File: config.mk
export PLATFORM = sky130hd
export DESIGN_NAME = alu_share_arb
export DESIGN_NICKNAME = d
export VERILOG_FILES = /design/src/rtl/alu_share_arb.sv
export SDC_FILE = /design/constraint.sdc
export NUM_CORES = 1
export LEC_CHECK = 0
export ABC_CLOCK_PERIOD_IN_PS = 2300
export BUFFER_PORTS_ARGS = -buffer_cell sky130_fd_sc_hd__clkbuf_2
export CAP_MARGIN = 25
export CELL_PAD_IN_SITES_DETAIL_PLACEMENT = 1
export CELL_PAD_IN_SITES_GLOBAL_PLACEMENT = 1
export CORE_AREA = 2 2 134 136
export CTS_BUF_LIST = sky130_fd_sc_hd__clkbuf_2 sky130_fd_sc_hd__clkbuf_4 sky130_fd_sc_hd__clkbuf_8
export DETAILED_ROUTE_END_ITERATION = 10
export DIE_AREA = 0 0 136 138
export PLACE_DENSITY_LB_ADDON = 0.1
export RECOVER_POWER = 50
export SKIP_CTS_REPAIR_TIMING = 1
export SLEW_MARGIN = 25
export SYNTH_ARGS = -nofsm -noshare
export SYNTH_HDL_FRONTEND = slang
export SYNTH_SLANG_ARGS = --single-unit
File: constraint.sdc
create_clock -name clk -period 2.3 [get_ports clk]
set_input_delay 0.575 -clock clk [delete_from_list [all_inputs] [get_ports clk]]
set_output_delay 0.575 -clock clk [all_outputs]
set_load 0.02 [all_outputs]
File: src/rtl/alu_share_arb.sv
// alu_share_arb: lets several requesters share one ALU instance.
// Requesters are served one at a time in round-robin order over a valid/ready request channel.
// Each operation moves IDLE -> EXEC -> RESP -> IDLE.
// Operands are latched on accept. The ALU result is captured in EXEC and returned in RESP.
module alu_share_arb #(
  parameter int NREQ       = 2,
  parameter int SRCWIDTH   = 32,
  parameter int ALUOPWIDTH = 4
) (
  input  logic                       clk,
  input  logic                       rst,
  input  logic [NREQ-1:0]            req_valid,
  output logic [NREQ-1:0]            req_ready,
  input  logic [NREQ*SRCWIDTH-1:0]   req_src1,
  input  logic [NREQ*SRCWIDTH-1:0]   req_src2,
  input  logic [NREQ*ALUOPWIDTH-1:0] req_aluop,
  output logic [NREQ-1:0]            rsp_valid,
  input  logic [NREQ-1:0]            rsp_ready,
  output logic [SRCWIDTH-1:0]        rsp_result,
  output logic                       rsp_overflow,
  output logic [SRCWIDTH-1:0]        alu_src1,
  output logic [SRCWIDTH-1:0]        alu_src2,
  output logic [ALUOPWIDTH-1:0]      alu_op,
  input  logic [SRCWIDTH-1:0]        alu_result,
  input  logic                       alu_overflow,
  output logic                       busy,
  output logic [31:0]                op_count
);

  localparam int IDW = $clog2(NREQ);

  typedef enum logic [1:0] {
    IDLE = 2'd0,
    EXEC = 2'd1,
    RESP = 2'd2
  } state_t;

  state_t                state_r;
  logic [IDW-1:0]        rr_ptr_r;
  logic [IDW-1:0]        id_r;
  logic [SRCWIDTH-1:0]   src1_r;
  logic [SRCWIDTH-1:0]   src2_r;
  logic [ALUOPWIDTH-1:0] op_r;
  logic [SRCWIDTH-1:0]   result_r;
  logic                  ovf_r;
  logic [NREQ-1:0]       rsp_valid_r;
  logic                  busy_r;
  logic [31:0]           op_count_r;

  logic [IDW-1:0]        grant_s;
  logic                  found_s;
  logic                  accept_s;
  logic                  handshake_s;

  // One-hot decode of a requester index.
  function automatic logic [NREQ-1:0] onehot(input logic [IDW-1:0] idx);
    logic [NREQ-1:0] vec;
    vec      = '0;
    vec[idx] = 1'b1;
    return vec;
  endfunction

  // Round-robin search: the first valid requester at or after rr_ptr wins.
  always_comb begin
    logic [IDW-1:0] idx;
    found_s = 1'b0;
    grant_s = '0;
    idx     = '0;
    for (int k = 0; k < NREQ; k++) begin
      idx = IDW'((int'(rr_ptr_r) + k) % NREQ);
      if (!found_s && req_valid[idx]) begin
        found_s = 1'b1;
        grant_s = idx;
      end else begin
        found_s = found_s;
      end
    end
  end

  // Ready goes to the granted requester only. It is combinational on valid, and only while idle.
  always_comb begin
    req_ready = '0;
    if ((state_r == IDLE) && found_s) begin
      req_ready = onehot(grant_s);
    end else begin
      req_ready = '0;
    end
  end

  assign accept_s    = (state_r == IDLE) && found_s;
  assign handshake_s = (state_r == RESP) && rsp_ready[id_r];

  // Sequencing FSM. It holds the operand, result, pointer and counter registers.
  always_ff @(posedge clk) begin
    if (rst) begin
      state_r     <= IDLE;
      rr_ptr_r    <= '0;
      id_r        <= '0;
      src1_r      <= '0;
      src2_r      <= '0;
      op_r        <= '0;
      result_r    <= '0;
      ovf_r       <= 1'b0;
      rsp_valid_r <= '0;
      busy_r      <= 1'b0;
      op_count_r  <= 32'd0;
    end else begin
      case (state_r)
        IDLE: begin
          if (accept_s) begin
            src1_r  <= req_src1[int'(grant_s)*SRCWIDTH +: SRCWIDTH];
            src2_r  <= req_src2[int'(grant_s)*SRCWIDTH +: SRCWIDTH];
            op_r    <= req_aluop[int'(grant_s)*ALUOPWIDTH +: ALUOPWIDTH];
            id_r    <= grant_s;
            busy_r  <= 1'b1;
            state_r <= EXEC;
          end
        end
        EXEC: begin
          result_r    <= alu_result;
          ovf_r       <= alu_overflow;
          rsp_valid_r <= onehot(id_r);
          state_r     <= RESP;
        end
        RESP: begin
          if (handshake_s) begin
            rsp_valid_r <= '0;
            busy_r      <= 1'b0;
            op_count_r  <= op_count_r + 32'd1;
            // Priority moves past the requester that just completed.
            if (int'(id_r) == NREQ - 1) begin
              rr_ptr_r <= '0;
            end else begin
              rr_ptr_r <= id_r + IDW'(1);
            end
            state_r <= IDLE;
          end
        end
        default: begin
          rsp_valid_r <= '0;
          busy_r      <= 1'b0;
          state_r     <= IDLE;
        end
      endcase
    end
  end

  assign rsp_valid    = rsp_valid_r;
  assign rsp_result   = result_r;
  assign rsp_overflow = ovf_r;
  assign alu_src1     = src1_r;
  assign alu_src2     = src2_r;
  assign alu_op       = op_r;
  assign busy         = busy_r;
  assign op_count     = op_count_r;

endmodule

==> report_table.html, run 1 <==
<table>
<tr><th>Metric</th><th>Value</th></tr>
<tr><th colspan="2">Power</th></tr>
<tr><td>Leakage</td><td>3.13 nW</td></tr>
<tr><td>Power density over the cells</td><td>777 mW/mm^2</td></tr>
<tr><td>Final Power</td><td>0.00584 W</td></tr>
<tr><td>Maximum ir drop on the vdd rail</td><td>0.375 mV</td></tr>
<tr><th colspan="2">Clock network</th></tr>
<tr><td>Clock slew at reported path FFs</td><td>0.08 ns</td></tr>
<tr><td>Num CTS Buffers</td><td>17</td></tr>
<tr><td>Insertion delay of the later-clocked pin in the worst-skew pair</td><td>0.45 ns</td></tr>
<tr><td>H-tree depth</td><td>4</td></tr>
<tr><td>Number of buffers between clock root and the deepest sink</td><td>2</td></tr>
<tr><td>Clock tree from TritonCTS</td><td>done</td></tr>
<tr><td>Number of clock sinks</td><td>140</td></tr>
<tr><td>Clk root buf</td><td>clkbuf_8</td></tr>
<tr><th colspan="2">STA</th></tr>
<tr><td>TNS Setup</td><td>0 ns</td></tr>
<tr><td>Setup repair after global routing missed its margin</td><td>false</td></tr>
<tr><td>Max transition margin</td><td>47.3%</td></tr>
<tr><td>Fmax</td><td>0.473 GHz</td></tr>
<tr><td>Final Max Slew Viols</td><td>0</td></tr>
<tr><td>Largest clock skew in the final design</td><td>0.0148 ns</td></tr>
<tr><td>Fin crit share</td><td>92.0%</td></tr>
<tr><td>Hold violation count in the final report</td><td>0</td></tr>
<tr><td>Transition time of the tightest slew-check pin</td><td>0.790 ns</td></tr>
<tr><td>Worst Hold Slack</td><td>0.347 ns</td></tr>
<tr><td>Min cycle time layout</td><td>2.12 ns</td></tr>
<tr><td>Number of setup violations in the final report</td><td>0</td></tr>
<tr><th colspan="2">Synthesis</th></tr>
<tr><td>Number of synthesized register bits</td><td>140</td></tr>
<tr><td>Post-synthesis cell count</td><td>607</td></tr>
<tr><td>Most instantiated flip-flop cell in the synthesis netlist</td><td>dfxtp_1</td></tr>
<tr><td>Mapped Area</td><td>0.00543 sq mm</td></tr>
<tr><td>EDFF count, synth</td><td>0</td></tr>
<tr><td>Biggest area consumer among synthesized cells</td><td>dfxtp_1</td></tr>
<tr><td>Commonest cells in the synthesized netlist</td><td>dfxtp_1 (140), nor2_1 (91), nand2_1 (81)</td></tr>
<tr><td>Most instantiated library cell after synthesis</td><td>dfxtp_1</td></tr>
<tr><td>Top cell type's share of synthesized area</td><td>51.6%</td></tr>
<tr><td>Synth unique cells</td><td>34</td></tr>
<tr><td>Main area contributors after synthesis</td><td>dfxtp_1 (52%), a222oi_1 (13%), nor2_1 (6.3%)</td></tr>
<tr><td>Post-synth net total</td><td>783</td></tr>
<tr><td>Ys async rst share</td><td>0%</td></tr>
<tr><td>Syn. warnings</td><td>0</td></tr>
<tr><td>Post-synthesis average cell area</td><td>8.95 sq um</td></tr>
<tr><td>Fraction of the yosys area taken by sequential cells</td><td>51.6%</td></tr>
<tr><th colspan="2">Global routing</th></tr>
<tr><td>Pin count of the biggest net entering global routing</td><td>62</td></tr>
<tr><td>Tot GR Track Use</td><td>22.0%</td></tr>
<tr><td>Wire length of the first global-routing pass</td><td>32,500 microns</td></tr>
<tr><td>Initial antenna violation count</td><td>0</td></tr>
<tr><td>Total congestion overflow after global routing</td><td>0</td></tr>
<tr><td>Number of global-route vias before repair</td><td>6,195</td></tr>
<tr><th colspan="2">Detailed routing</th></tr>
<tr><td>Remaining antenna violation count after routing</td><td>0</td></tr>
<tr><td>Iter 0 DRT Violations</td><td>506</td></tr>
<tr><td>Detailed-route wire length per cell</td><td>18.5 microns</td></tr>
<tr><td>Via density</td><td>5.30</td></tr>
<tr><td>DRT Pass-1 Iters</td><td>9</td></tr>
<tr><td>Via count</td><td>6,047</td></tr>
<tr><td>DRC violations left</td><td>0</td></tr>
<tr><td>Total wire length</td><td>21,100 microns</td></tr>
<tr><th colspan="2">Finish</th></tr>
<tr><td>Number of antenna diodes</td><td>0</td></tr>
<tr><td>Fraction of layout instances using a drive strength above 1</td><td>30.1%</td></tr>
<tr><td>Final Net Count</td><td>1,075</td></tr>
<tr><td>Final standard cell count with taps included and fillers excluded</td><td>1,140</td></tr>
<tr><td>Area growth syn-to-layout</td><td>38.2%</td></tr>
<tr><td>Post-layout instance area</td><td>0.00751 sq mm</td></tr>
<tr><td>Footprint of the multi-input gates</td><td>0.00241 sq mm</td></tr>
<tr><td>Register Area</td><td>0.00280 sq mm</td></tr>
<tr><td>Filler cell count in the final layout</td><td>2,227</td></tr>
<tr><th colspan="2">Placed design</th></tr>
<tr><td>Final HPWL DP</td><td>15,500 microns</td></tr>
<tr><td>Final weighted congestion in routability-driven placement</td><td>0.836</td></tr>
<tr><td>IO Port Bufs</td><td>312</td></tr>
<tr><td>Placement Cell Area</td><td>0.00723 sq mm</td></tr>
<tr><td>Inst Count DP</td><td>1,109</td></tr>
<tr><th colspan="2">Worst hold path</th></tr>
<tr><td>Worst hold path depth</td><td>3</td></tr>
<tr><td>End point of the most critical hold path</td><td>rsp_result[3]$_SDFFE_PP0N_</td></tr>
<tr><td>Start point of the worst hold path</td><td>alu_result[3]</td></tr>
<tr><td>Worst Hold Class</td><td>in2reg</td></tr>
<tr><th colspan="2">Floorplanning</th></tr>
<tr><td>Cell Rows</td><td>49</td></tr>
<tr><td>Core Area</td><td>0.0175 sq mm</td></tr>
<tr><td>Die outline height</td><td>138 microns</td></tr>
<tr><td>Die Area</td><td>0.0188 sq mm</td></tr>
<tr><td>Die span in x</td><td>136 microns</td></tr>
<tr><td>Top Ports</td><td>313</td></tr>
<tr><td>Effective utilization at floorplan</td><td>31.0%</td></tr>
<tr><th colspan="2">Critical path</th></tr>
<tr><td>End of the worst register-to-register path</td><td>op_count[28]$_SDFFE_PP0P_</td></tr>
<tr><td>Worst path arrival time</td><td>1.54 ns</td></tr>
<tr><td>Reg2reg path depth</td><td>4</td></tr>
<tr><td>Data required time of the critical path</td><td>1.73 ns</td></tr>
<tr><td>FF-to-FF setup slack</td><td>0.31 ns</td></tr>
<tr><td>Largest fanout of any net on the critical path</td><td>9</td></tr>
<tr><td>Nature of the critical path startpoint</td><td>register</td></tr>
<tr><td>Worst flop-to-flop path startpoint</td><td>op_count[4]$_SDFFE_PP0P_</td></tr>
<tr><td>Capturing element type of the critical path</td><td>output pin</td></tr>
<tr><td>Critical path class</td><td>reg2out</td></tr>
<tr><th colspan="2">Run</th></tr>
<tr><td>Max-Cap Viols</td><td>0</td></tr>
<tr><th colspan="2">Status</th></tr>
<tr><td>Result of the run</td><td>finished clean</td></tr>
</table>
[registers in the layout, indices dropped and copies added, names as in the netlist]
register,flops
rsp_valid,2
id_r,1
rr_ptr_r,1
rsp_overflow,1
alu_src2,32
rsp_result,32
alu_src1,32
alu_op,4
state_r,2
busy,1
op_count,32
[cells by family (layout without fill, tap and decap cells)]
family / count (synthesis) / after routing / synth area share (%)
fa+ha+maj: 1 / 1 / 0.230
xor+xnor: 9 / 9 / 1.45
mux: 7 / 7 / 1.43
compound gates: 147 / 147 / 20.4
flops: 140 / 140 / 51.6
simple gates: 245 / 245 / 20.8
buf+inv: 58 / 362 / 4.17
[how the worst max path moves through the flow]
stage	start	end	slack (ns)
5_1_grt	state_r[1]$_SDFFE_PP0P_	req_ready[0]	0.07
4_1_cts	state_r[1]$_SDFFE_PP0P_	req_ready[0]	0.01
2_1_floorplan	req_valid[0]	req_ready[1]	0.38
6_report	state_r[1]$_SDFFE_PP0P_	req_ready[0]	0.18
3_5_place_dp	rsp_ready[1]	op_count[29]$_SDFFE_PP0P_	0.24
3_3_place_gp	rsp_ready[1]	op_count[31]$_SDFFE_PP0P_	0.30
[final cells by class]
type,count,area share [%]
well taps,229,3.81
repair buffers,328,21.0
clock buffers,21,3.76
inverters,3,0.150
multi-input cells,409,32.1
flip-flops and latches,140,37.3
clock inverters,10,1.87
[placed cells by master (no fill, tap or decap), types with 6 or more instances in the layout]
cell type / instances
a21oi_1: 58
a222oi_1: 68
and3_1: 7
buf_4: 10
clkbuf_1: 97
clkbuf_2: 219
clkbuf_8: 20
dfxtp_1: 140
nand2_1: 81
nand2b_1: 6
nand3_1: 9
nand4_1: 10
nor2_1: 90
nor2b_1: 7
o21ai_0: 8
o31ai_1: 11
or3_1: 6
or4_1: 11
xor2_1: 8
[layer usage]
metal,GRT usage (%),share of wire (%),routed length (microns),up-vias
li1,-,-,-,2835
met3,6.86,7.6,1610,43
met1,25.8,41,8640,2930
met4,9.59,3.1,660,0
met5,0,0,0,-
met2,36.7,48,10200,239
[metrics by stage]
step | utilization [%] | worst slack (ns)
detailed placement | 41.2 | 0.237
global route | 42.8 | 0.0661
global placement | 41.2 | 0.305
floorplan | - | 0.377
finish | 42.8 | 0.184
CTS | 43.6 | 0.0116
[power by group]
group | total, W | switching [W] | leakage [nW] | internal (W)
clock network | 0.00212 | 0.000960 | 0.207 | 0.00116
registers | 0.00268 | 0.0000963 | 1.14 | 0.00258
logic | 0.00103 | 0.000659 | 1.78 | 0.000374
total | 0.00584 | 0.00172 | 3.13 | 0.00412
[worst max-delay path, cell delays in order (launching register included)]
cell	delay, ns
dfxtp_1	0.40
nor2_2	0.20
and3_2	0.30
clkbuf_2	0.20
Note: power is estimated with default switching activity, not from simulation.
==> run 2: changes to the inputs <==
--- a/config.mk
+++ b/config.mk
@@ -12,6 +12,7 @@
 export CELL_PAD_IN_SITES_GLOBAL_PLACEMENT = 1
 export CORE_AREA = 2 2 134 136
 export CTS_BUF_LIST = sky130_fd_sc_hd__clkbuf_2 sky130_fd_sc_hd__clkbuf_4 sky130_fd_sc_hd__clkbuf_8
+export CTS_CLUSTER_SIZE = 30
 export DETAILED_ROUTE_END_ITERATION = 10
 export DIE_AREA = 0 0 136 138
 export PLACE_DENSITY_LB_ADDON = 0.1
==> constraint.sdc (replaced) <==
create_clock -name clk -period 2.3 [get_ports clk]
set_input_delay 0.575 -clock clk [delete_from_list [all_inputs] [get_ports clk]]
set_output_delay 0.575 -clock clk [all_outputs]
set_load 0.005 [all_outputs]
==> run 2 against run 1 <==
  * Routed wire length is 1.3% lower
  * Count of clock-buffer cells in the layout is 1 higher
  * Maximum frequency is 2.9% higher
  * Via count is 0.51% lower
  * Sequential power hardly changed
  * Core utilization is 0.52 points higher
  * Clock power is 10% higher
  * Cell count hardly changed
  * Total power is 0.85% higher
  * Largest cell class unchanged
==> report_table.html, run 2 (synthesized netlist as in run 1, its figures left out) <==
<table>
<tr><th>Metric</th><th>Value</th></tr>
<tr><th colspan="2">Placed design</th></tr>
<tr><td>Placement Cell Area</td><td>0.00723 sq mm (unchanged)</td></tr>
<tr><td>IO Port Bufs</td><td>312 (unchanged)</td></tr>
<tr><td>Final weighted congestion in routability-driven placement</td><td>0.855 (was 0.836)</td></tr>
<tr><td>Final HPWL DP</td><td>15,400 microns (was 15,500 microns)</td></tr>
<tr><th colspan="2">Global routing</th></tr>
<tr><td>Initial antenna violation count</td><td>0 (unchanged)</td></tr>
<tr><td>GRT busiest layer</td><td>met2 (unchanged)</td></tr>
<tr><td>Number of global-route vias before repair</td><td>6,074 (was 6,195)</td></tr>
<tr><td>Tot GR Track Use</td><td>21.9% (was 22.0%)</td></tr>
<tr><td>Total congestion overflow after global routing</td><td>0 (unchanged)</td></tr>
<tr><td>GR met1 Demand/Resource</td><td>26.4% (was 25.8%)</td></tr>
<tr><td>Wire length of the first global-routing pass</td><td>32,500 microns (about the same)</td></tr>
<tr><td>Met3 Track Usage GR</td><td>7.08% (was 6.86%)</td></tr>
<tr><td>Pin count of the biggest net entering global routing</td><td>85 (was 62)</td></tr>
<tr><td>Met2 layer usage reported by global route</td><td>36.6% (was 36.7%)</td></tr>
<tr><th colspan="2">Clock network</th></tr>
<tr><td>Number of buffers between clock root and the deepest sink</td><td>2 (unchanged)</td></tr>
<tr><td>Clock slew at reported path FFs</td><td>0.08 ns (about the same)</td></tr>
<tr><td>H-tree depth</td><td>4 (unchanged)</td></tr>
<tr><td>Clk root buf</td><td>clkbuf_8 (unchanged)</td></tr>
<tr><td>Number of clock sinks</td><td>140 (unchanged)</td></tr>
<tr><td>Insertion delay of the later-clocked pin in the worst-skew pair</td><td>0.46 ns (was 0.45 ns)</td></tr>
<tr><td>Num CTS Buffers</td><td>17 (unchanged)</td></tr>
<tr><td>Clock tree from TritonCTS</td><td>done (unchanged)</td></tr>
<tr><th colspan="2">Critical path</th></tr>
<tr><td>Nature of the critical path startpoint</td><td>register (unchanged)</td></tr>
<tr><td>Largest fanout of any net on the critical path</td><td>20 (was 9)</td></tr>
<tr><td>Top cell family by delay on the critical path</td><td>simple AND/OR/NAND/NOR gates (unchanged)</td></tr>
<tr><td>Reg2reg path depth</td><td>6 (was 4)</td></tr>
<tr><td>Worst flop-to-flop path startpoint</td><td>op_count[0]$_SDFFE_PP0P_ (was op_count[4]$_SDFFE_PP0P_)</td></tr>
<tr><td>Total buffers and inverters traversed by the critical path</td><td>1 (unchanged)</td></tr>
<tr><td>Critical path class</td><td>reg2reg (was reg2out)</td></tr>
<tr><td>Slowest CP cell</td><td>or4_1 (was dfxtp_1)</td></tr>
<tr><td>FF-to-FF setup slack</td><td>0.24 ns (was 0.31 ns)</td></tr>
<tr><td>Data required time of the critical path</td><td>2.69 ns (was 1.73 ns)</td></tr>
<tr><td>Worst path arrival time</td><td>2.44 ns (was 1.54 ns)</td></tr>
<tr><td>End of the worst register-to-register path</td><td>op_count[30]$_SDFFE_PP0P_ (was op_count[28]$_SDFFE_PP0P_)</td></tr>
<tr><td>Capturing element type of the critical path</td><td>register (was output pin)</td></tr>
<tr><td>Critical path cell sequence</td><td>ha_1 -&gt; and4b_1 -&gt; nand4_1 -&gt; buf_4 -&gt; or4_1 -&gt; a21oi_1 (was nor2_2 -&gt; and3_2 -&gt; clkbuf_2)</td></tr>
<tr><td>Worst stage delay on the critical path</td><td>0.53 ns (was 0.40 ns)</td></tr>
<tr><th colspan="2">STA</th></tr>
<tr><td>Worst Hold Slack</td><td>0.338 ns (was 0.347 ns)</td></tr>
<tr><td>Fin crit share</td><td>89.4% (was 92.0%)</td></tr>
<tr><td>Setup repair after global routing missed its margin</td><td>false (unchanged)</td></tr>
<tr><td>Min cycle time layout</td><td>2.06 ns (was 2.12 ns)</td></tr>
<tr><td>TNS Setup</td><td>0 ns (unchanged)</td></tr>
<tr><td>Max transition margin</td><td>20.2% (was 47.3%)</td></tr>
<tr><td>Hold violation count in the final report</td><td>0 (unchanged)</td></tr>
<tr><td>Final Max Slew Viols</td><td>0 (unchanged)</td></tr>
<tr><td>Largest clock skew in the final design</td><td>0.0134 ns (was 0.0148 ns)</td></tr>
<tr><td>Fmax</td><td>0.486 GHz (was 0.473 GHz)</td></tr>
<tr><td>Transition time of the tightest slew-check pin</td><td>1.18 ns (was 0.790 ns)</td></tr>
<tr><td>Number of setup violations in the final report</td><td>0 (unchanged)</td></tr>
<tr><th colspan="2">Finish</th></tr>
<tr><td>Most frequent cells in the layout</td><td>clkbuf_2 (252), dfxtp_1 (140), nor2_1 (91) (was clkbuf_2 (219), dfxtp_1 (140), clkbuf_1 (97))</td></tr>
<tr><td>Leading cell type in the layout, fill and taps excluded</td><td>clkbuf_2 (unchanged)</td></tr>
<tr><td>Final Net Count</td><td>1,075 (unchanged)</td></tr>
<tr><td>Post-layout instance area</td><td>0.00760 sq mm (was 0.00751 sq mm)</td></tr>
<tr><td>Fraction of layout instances using a drive strength above 1</td><td>33.8% (was 30.1%)</td></tr>
<tr><td>Area growth syn-to-layout</td><td>39.9% (was 38.2%)</td></tr>
<tr><td>Share of the core filled with cells in the final layout</td><td>43.4% (was 42.8%)</td></tr>
<tr><td>Number of antenna diodes</td><td>0 (unchanged)</td></tr>
<tr><th colspan="2">Detailed routing</th></tr>
<tr><td>Via density</td><td>5.27 (was 5.30)</td></tr>
<tr><td>DRT Pass-1 Iters</td><td>8 (was 9)</td></tr>
<tr><td>DRC violations left</td><td>0 (unchanged)</td></tr>
<tr><td>Detailed-route wire length per cell</td><td>18.3 microns (was 18.5 microns)</td></tr>
<tr><td>Total wire length</td><td>20,900 microns (was 21,100 microns)</td></tr>
<tr><td>Via count</td><td>6,016 (was 6,047)</td></tr>
<tr><td>Iter 0 DRT Violations</td><td>486 (was 506)</td></tr>
<tr><td>Remaining antenna violation count after routing</td><td>0 (unchanged)</td></tr>
<tr><th colspan="2">Floorplanning</th></tr>
<tr><td>Top Ports</td><td>313 (unchanged)</td></tr>
<tr><td>Die outline height</td><td>138 microns (unchanged)</td></tr>
<tr><td>Cell Rows</td><td>49 (unchanged)</td></tr>
<tr><td>Die span in x</td><td>136 microns (unchanged)</td></tr>
<tr><td>Die Area</td><td>0.0188 sq mm (unchanged)</td></tr>
<tr><td>Effective utilization at floorplan</td><td>31.0% (unchanged)</td></tr>
<tr><td>Core Area</td><td>0.0175 sq mm (unchanged)</td></tr>
<tr><th colspan="2">Run</th></tr>
<tr><td>Max-Cap Viols</td><td>0 (unchanged)</td></tr>
<tr><th colspan="2">Worst hold path</th></tr>
<tr><td>Start point of the worst hold path</td><td>alu_result[16] (was alu_result[3])</td></tr>
<tr><td>End point of the most critical hold path</td><td>rsp_result[16]$_SDFFE_PP0N_ (was rsp_result[3]$_SDFFE_PP0N_)</td></tr>
<tr><td>Worst hold path depth</td><td>3 (unchanged)</td></tr>
<tr><td>Worst Hold Class</td><td>in2reg (unchanged)</td></tr>
<tr><th colspan="2">Power</th></tr>
<tr><td>Leakage</td><td>3.28 nW (was 3.13 nW)</td></tr>
<tr><td>Power density over the cells</td><td>774 mW/mm^2 (was 777 mW/mm^2)</td></tr>
<tr><td>Maximum ir drop on the vdd rail</td><td>0.403 mV (was 0.375 mV)</td></tr>
<tr><td>Final Power</td><td>0.00589 W (was 0.00584 W)</td></tr>
<tr><th colspan="2">Status</th></tr>
<tr><td>Result of the run</td><td>finished clean (unchanged)</td></tr>
</table>
## run 2: cell count changes in the layout (fill, tap and decap cells not counted), sizes merged
| cell | before | now |
|---|---|---|
| bufinv | 3 | 5 |
| clkinv | 4 | 3 |
| buf | 12 | 15 |
| clkbuf | 337 | 335 |
| clkinvlp | 3 | 2 |
## run 2: how the worst max path moves through the flow
stage                                   from                         to  slack [ns]  cells after the start
finish              op_count[0]$_SDFFE_PP0P_  op_count[30]$_SDFFE_PP0P_        0.24                      6
detailed placement              rsp_ready[1]  op_count[28]$_SDFFE_PP0P_        0.21                      6
floorplan                       req_valid[0]               req_ready[1]        0.50                      4
CTS                  state_r[1]$_SDFFE_PP0P_               req_ready[0]        0.11                      3
global route         state_r[1]$_SDFFE_PP0P_  op_count[31]$_SDFFE_PP0P_        0.05                      4
global placement                rsp_ready[1]  op_count[31]$_SDFFE_PP0P_        0.25                      5
## run 2: where the power goes
part           internal (W)  leakage [nW]  total, W  switching (W)
Combinational      0.000389          1.90  0.000867       0.000478
Sequential          0.00258          1.14   0.00268      0.0000966
Clock               0.00139         0.234   0.00234       0.000953
Total               0.00436          3.28   0.00589        0.00153
## run 2: final cells by class
type	count	area (sq um)
inverters	3	11.3
fillers	2194	9930
clock buffers	22	284
repair buffers	328	1620
well taps	229	287
flip-flops and latches	140	2800
clock inverters	10	188
multi-input cells	409	2410
## run 2: worst min-delay path, cell delays in order
cell and delay [ns]:
clkbuf_2 0.08, nand2_1 0.05, a21oi_1 0.05
## run 2: routing by layer
| metal | up-vias | wire length, microns |
|---|---|---|
| met5 | - | 0 |
| met4 | 0 | 537 |
| met3 | 32 | 1630 |
| met2 | 247 | 10200 |
| met1 | 2901 | 8540 |
| li1 | 2836 | - |
## run 2: through the flow
step | setup slack, ns | std cells
5_1_grt | 0.0463 | 1141
3_3_place_gp | 0.251 | 1109
4_1_cts | 0.109 | 1141
6_report | 0.243 | 1141
2_1_floorplan | 0.496 | 607
3_5_place_dp | 0.212 | 1109
==> run 3: changes to the inputs <==
--- a/config.mk
+++ b/config.mk
@@ -5,16 +5,17 @@
 export SDC_FILE = /design/constraint.sdc
 export NUM_CORES = 1
 export LEC_CHECK = 0
+export ABC_AREA = 1
 export ABC_CLOCK_PERIOD_IN_PS = 2300
 export BUFFER_PORTS_ARGS = -buffer_cell sky130_fd_sc_hd__clkbuf_2
 export CAP_MARGIN = 25
 export CELL_PAD_IN_SITES_DETAIL_PLACEMENT = 1
 export CELL_PAD_IN_SITES_GLOBAL_PLACEMENT = 1
-export CORE_AREA = 2 2 134 136
+export CORE_AREA = 2 2 146 148
 export CTS_BUF_LIST = sky130_fd_sc_hd__clkbuf_2 sky130_fd_sc_hd__clkbuf_4 sky130_fd_sc_hd__clkbuf_8
 export CTS_CLUSTER_SIZE = 30
 export DETAILED_ROUTE_END_ITERATION = 10
-export DIE_AREA = 0 0 136 138
+export DIE_AREA = 0 0 148 150
 export PLACE_DENSITY_LB_ADDON = 0.1
 export RECOVER_POWER = 50
 export SKIP_CTS_REPAIR_TIMING = 1
==> run 3 against run 2 <==
  * Routed wire length increased by 8.3%
  * Setup slack got worse by 0.043 ns
  * Sequential share of layout area is 3.8 points lower
  * Sequential power is essentially flat
  * Cell count grew 37%
  * Global-route usage decreased by 1.8 points
  * Count of clock-buffer cells in the layout is 5 lower
  * Highest routed layer unchanged
  * Register-to-register slack improved by 0.04 ns
  * Clock power decreased by 8%
  * Critical path type is now reg2out
==> report_table.html, run 3 <==
<table>
<tr><th>Metric</th><th>Value</th></tr>
<tr><th colspan="2">Critical path</th></tr>
<tr><td>Nature of the critical path startpoint</td><td>register (unchanged)</td></tr>
<tr><td>Slowest CP cell</td><td>dfxtp_1 (was or4_1)</td></tr>
<tr><td>Worst stage delay on the critical path</td><td>0.35 ns (was 0.53 ns)</td></tr>
<tr><td>Critical path cell sequence</td><td>nor2_1 -&gt; o21ai_0 -&gt; nor2_4 -&gt; clkbuf_2 (was ha_1 -&gt; and4b_1 -&gt; nand4_1 -&gt; buf_4 -&gt; or4_1 -&gt; a21oi_1)</td></tr>
<tr><td>Largest fanout of any net on the critical path</td><td>5 (was 20)</td></tr>
<tr><td>Critical path class</td><td>reg2out (was reg2reg)</td></tr>
<tr><td>Worst path arrival time</td><td>1.53 ns (was 2.44 ns)</td></tr>
<tr><td>Data required time of the critical path</td><td>1.73 ns (was 2.69 ns)</td></tr>
<tr><td>Capturing element type of the critical path</td><td>output pin (was register)</td></tr>
<tr><th colspan="2">Global routing</th></tr>
<tr><td>Tot GR Track Use</td><td>20.1% (was 21.9%)</td></tr>
<tr><td>Total congestion overflow after global routing</td><td>0 (unchanged)</td></tr>
<tr><td>Number of global-route vias before repair</td><td>6,890 (was 6,074)</td></tr>
<tr><td>Wire length of the first global-routing pass</td><td>35,400 microns (was 32,500 microns)</td></tr>
<tr><td>Initial antenna violation count</td><td>0 (unchanged)</td></tr>
<tr><td>Pin count of the biggest net entering global routing</td><td>72 (was 85)</td></tr>
<tr><th colspan="2">Power</th></tr>
<tr><td>Leakage</td><td>4.45 nW (was 3.28 nW)</td></tr>
<tr><td>Maximum ir drop on the vdd rail</td><td>0.323 mV (was 0.403 mV)</td></tr>
<tr><td>Final Power</td><td>0.00588 W (was 0.00589 W)</td></tr>
<tr><td>Power density over the cells</td><td>694 mW/mm^2 (was 774 mW/mm^2)</td></tr>
<tr><th colspan="2">Detailed routing</th></tr>
<tr><td>Remaining antenna violation count after routing</td><td>0 (unchanged)</td></tr>
<tr><td>DRT Pass-1 Iters</td><td>4 (was 8)</td></tr>
<tr><td>Via density</td><td>4.49 (was 5.27)</td></tr>
<tr><td>Via count</td><td>7,026 (was 6,016)</td></tr>
<tr><td>DRC violations left</td><td>0 (unchanged)</td></tr>
<tr><td>Detailed-route wire length per cell</td><td>14.4 microns (was 18.3 microns)</td></tr>
<tr><td>Iter 0 DRT Violations</td><td>187 (was 486)</td></tr>
<tr><td>Total wire length</td><td>22,600 microns (was 20,900 microns)</td></tr>
<tr><th colspan="2">Floorplanning</th></tr>
<tr><td>Die Area</td><td>0.0222 sq mm (was 0.0188 sq mm)</td></tr>
<tr><td>Cell Rows</td><td>53 (was 49)</td></tr>
<tr><td>Top Ports</td><td>313 (unchanged)</td></tr>
<tr><td>Die span in x</td><td>148 microns (was 136 microns)</td></tr>
<tr><td>Die outline height</td><td>150 microns (was 138 microns)</td></tr>
<tr><td>Effective utilization at floorplan</td><td>30.3% (was 31.0%)</td></tr>
<tr><td>Core Area</td><td>0.0207 sq mm (was 0.0175 sq mm)</td></tr>
<tr><th colspan="2">Synthesis</th></tr>
<tr><td>Mapped Area</td><td>0.00628 sq mm (was 0.00543 sq mm)</td></tr>
<tr><td>Commonest cells in the synthesized netlist</td><td>nand2_1 (348), dfxtp_1 (140), nor2_1 (129) (was dfxtp_1 (140), nor2_1 (91), nand2_1 (81))</td></tr>
<tr><td>Number of synthesized register bits</td><td>140 (unchanged)</td></tr>
<tr><td>Fraction of the yosys area taken by sequential cells</td><td>44.7% (was 51.6%)</td></tr>
<tr><td>Main area contributors after synthesis</td><td>dfxtp_1 (45%), nand2_1 (21%), nor2_1 (7.7%) (was dfxtp_1 (52%), a222oi_1 (13%), nor2_1 (6.3%))</td></tr>
<tr><td>Post-synth net total</td><td>1,147 (was 783)</td></tr>
<tr><td>Synth unique cells</td><td>31 (was 34)</td></tr>
<tr><td>Post-synthesis average cell area</td><td>6.46 sq um (was 8.95 sq um)</td></tr>
<tr><td>Ys async rst share</td><td>0% (unchanged)</td></tr>
<tr><td>Syn. warnings</td><td>0 (unchanged)</td></tr>
<tr><td>Post-synthesis cell count</td><td>971 (was 607)</td></tr>
<tr><td>Top cell type's share of synthesized area</td><td>44.7% (was 51.6%)</td></tr>
<tr><td>Biggest area consumer among synthesized cells</td><td>dfxtp_1 (unchanged)</td></tr>
<tr><td>Most instantiated library cell after synthesis</td><td>nand2_1 (was dfxtp_1)</td></tr>
<tr><td>EDFF count, synth</td><td>0 (unchanged)</td></tr>
<tr><td>Most instantiated flip-flop cell in the synthesis netlist</td><td>dfxtp_1 (unchanged)</td></tr>
<tr><th colspan="2">Clock network</th></tr>
<tr><td>Number of clock sinks</td><td>140 (unchanged)</td></tr>
<tr><td>Number of buffers between clock root and the deepest sink</td><td>2 (unchanged)</td></tr>
<tr><td>Clock slew at reported path FFs</td><td>0.09 ns (was 0.08 ns)</td></tr>
<tr><td>Clock tree from TritonCTS</td><td>done (unchanged)</td></tr>
<tr><td>Num CTS Buffers</td><td>17 (unchanged)</td></tr>
<tr><td>Clk root buf</td><td>clkbuf_8 (unchanged)</td></tr>
<tr><td>Insertion delay of the later-clocked pin in the worst-skew pair</td><td>0.44 ns (was 0.46 ns)</td></tr>
<tr><td>H-tree depth</td><td>4 (unchanged)</td></tr>
<tr><th colspan="2">Finish</th></tr>
<tr><td>Area growth syn-to-layout</td><td>35.0% (was 39.9%)</td></tr>
<tr><td>Fraction of layout instances using a drive strength above 1</td><td>23.0% (was 33.8%)</td></tr>
<tr><td>Most frequent cells in the layout</td><td>nand2_1 (348), clkbuf_2 (238), dfxtp_1 (140) (was clkbuf_2 (252), dfxtp_1 (140), nor2_1 (91))</td></tr>
<tr><td>Final Net Count</td><td>1,453 (was 1,075)</td></tr>
<tr><td>Share of the core filled with cells in the final layout</td><td>41.0% (was 43.4%)</td></tr>
<tr><td>Filler cell count in the final layout</td><td>2,881 (was 2,194)</td></tr>
<tr><td>Leading cell type in the layout, fill and taps excluded</td><td>nand2_1 (was clkbuf_2)</td></tr>
<tr><td>Number of antenna diodes</td><td>0 (unchanged)</td></tr>
<tr><th colspan="2">STA</th></tr>
<tr><td>Transition time of the tightest slew-check pin</td><td>0.858 ns (was 1.18 ns)</td></tr>
<tr><td>Worst Hold Slack</td><td>0.349 ns (was 0.338 ns)</td></tr>
<tr><td>Hold violation count in the final report</td><td>0 (unchanged)</td></tr>
<tr><td>Number of setup violations in the final report</td><td>0 (unchanged)</td></tr>
<tr><td>TNS Setup</td><td>0 ns (unchanged)</td></tr>
<tr><td>Min cycle time layout</td><td>2.10 ns (was 2.06 ns)</td></tr>
<tr><td>Fmax</td><td>0.476 GHz (was 0.486 GHz)</td></tr>
<tr><td>Max transition margin</td><td>42.8% (was 20.2%)</td></tr>
<tr><td>Fin crit share</td><td>91.3% (was 89.4%)</td></tr>
<tr><td>Final Max Slew Viols</td><td>0 (unchanged)</td></tr>
<tr><td>Largest clock skew in the final design</td><td>0.0143 ns (was 0.0134 ns)</td></tr>
<tr><td>Setup repair after global routing missed its margin</td><td>false (unchanged)</td></tr>
<tr><th colspan="2">Placed design</th></tr>
<tr><td>Final weighted congestion in routability-driven placement</td><td>0.750 (was 0.855)</td></tr>
<tr><td>IO Port Bufs</td><td>312 (unchanged)</td></tr>
<tr><td>Final HPWL DP</td><td>17,200 microns (was 15,400 microns)</td></tr>
<tr><th colspan="2">Run</th></tr>
<tr><td>Max-Cap Viols</td><td>0 (unchanged)</td></tr>
<tr><th colspan="2">Worst hold path</th></tr>
<tr><td>Worst Hold Class</td><td>in2reg (unchanged)</td></tr>
<tr><th colspan="2">Status</th></tr>
<tr><td>Result of the run</td><td>finished clean (unchanged)</td></tr>
</table>
[run 3: cell count changes in the layout (fill, tap and decap cells not counted), moves of 37 or more]
cell      delta
a222oi_1    -68
o21ai_0     +37
inv_1      +107
a21oi_1     -39
nor2_1      +39
nand3_1     +80
nand2_1    +267
[run 3: worst paths after layout]
path,start,to,slack (ns),depth (start not counted)
min reg2reg,rsp_valid[1]$_SDFFE_PP0P_,rsp_valid[1]$_SDFFE_PP0P_,0.47,2
min,alu_result[17],rsp_result[17]$_SDFFE_PP0N_,0.35,3
max reg2reg,state_r[1]$_SDFFE_PP0P_,op_count[25]$_SDFFE_PP0P_,0.28,7
max,state_r[1]$_SDFFE_PP0P_,req_ready[0],0.20,4
[run 3: power breakdown]
| group | switching [W] | internal (W) | total, W |
|---|---|---|---|
| Sequential | 0.0000961 | 0.00261 | 0.00271 |
| Clock | 0.00107 | 0.00109 | 0.00216 |
| Combinational | 0.000605 | 0.000410 | 0.00101 |
| Total | 0.00177 | 0.00411 | 0.00588 |
[run 3: layout make-up]
| cell class | count | area, sq um | area share [%] |
|---|---|---|---|
| tap | 275 | 344 | 4.06 |
| multi-input combinational | 673 | 2850 | 33.6 |
| timing repair buffer | 330 | 1630 | 19.2 |
| sequential | 140 | 2800 | 33.1 |
| clock inverter | 15 | 186 | 2.20 |
| inverter | 115 | 433 | 5.11 |
| clock buffer | 17 | 234 | 2.76 |
[run 3: kinds of logic after synthesis]
| kind of cell | count (synthesis) | synth area share (%) |
|---|---|---|
| flip-flops | 140 | 44.7 |
| adder cells (fa/ha/maj) | 1 | 0.199 |
| AND/OR/NAND/NOR | 595 | 38.7 |
| AO/OA/AOI/OAI | 73 | 6.14 |
| buffers and inverters | 158 | 9.75 |
| XOR/XNOR | 4 | 0.558 |
[run 3: through the flow]
step	instances	instance area, sq um	worst slack, ns
4_1_cts	1565	8600	0.114
3_3_place_gp	1533	8180	0.339
2_1_floorplan	971	6280	0.616
5_1_grt	1565	8480	0.0307
6_report	1565	8480	0.200
3_5_place_dp	1533	8180	0.315
[run 3: metal layers]
layer  vias up  track usage [%]  wire, microns
met3        24             6.86           1750
met5         -                0              0
met4         0             6.14            417
met2       218             34.3          10800
met1      3192             23.8           9580
li1       3592                -              -
[run 3: critical path, delay by kind of cell, from the launching register on]
family / cells / cell delay (ns)
and+or+nand+nor: 2 / 0.38
DFF: 1 / 0.35
AOI/OAI and AO/OA: 1 / 0.18
buffers and inverters: 1 / 0.18
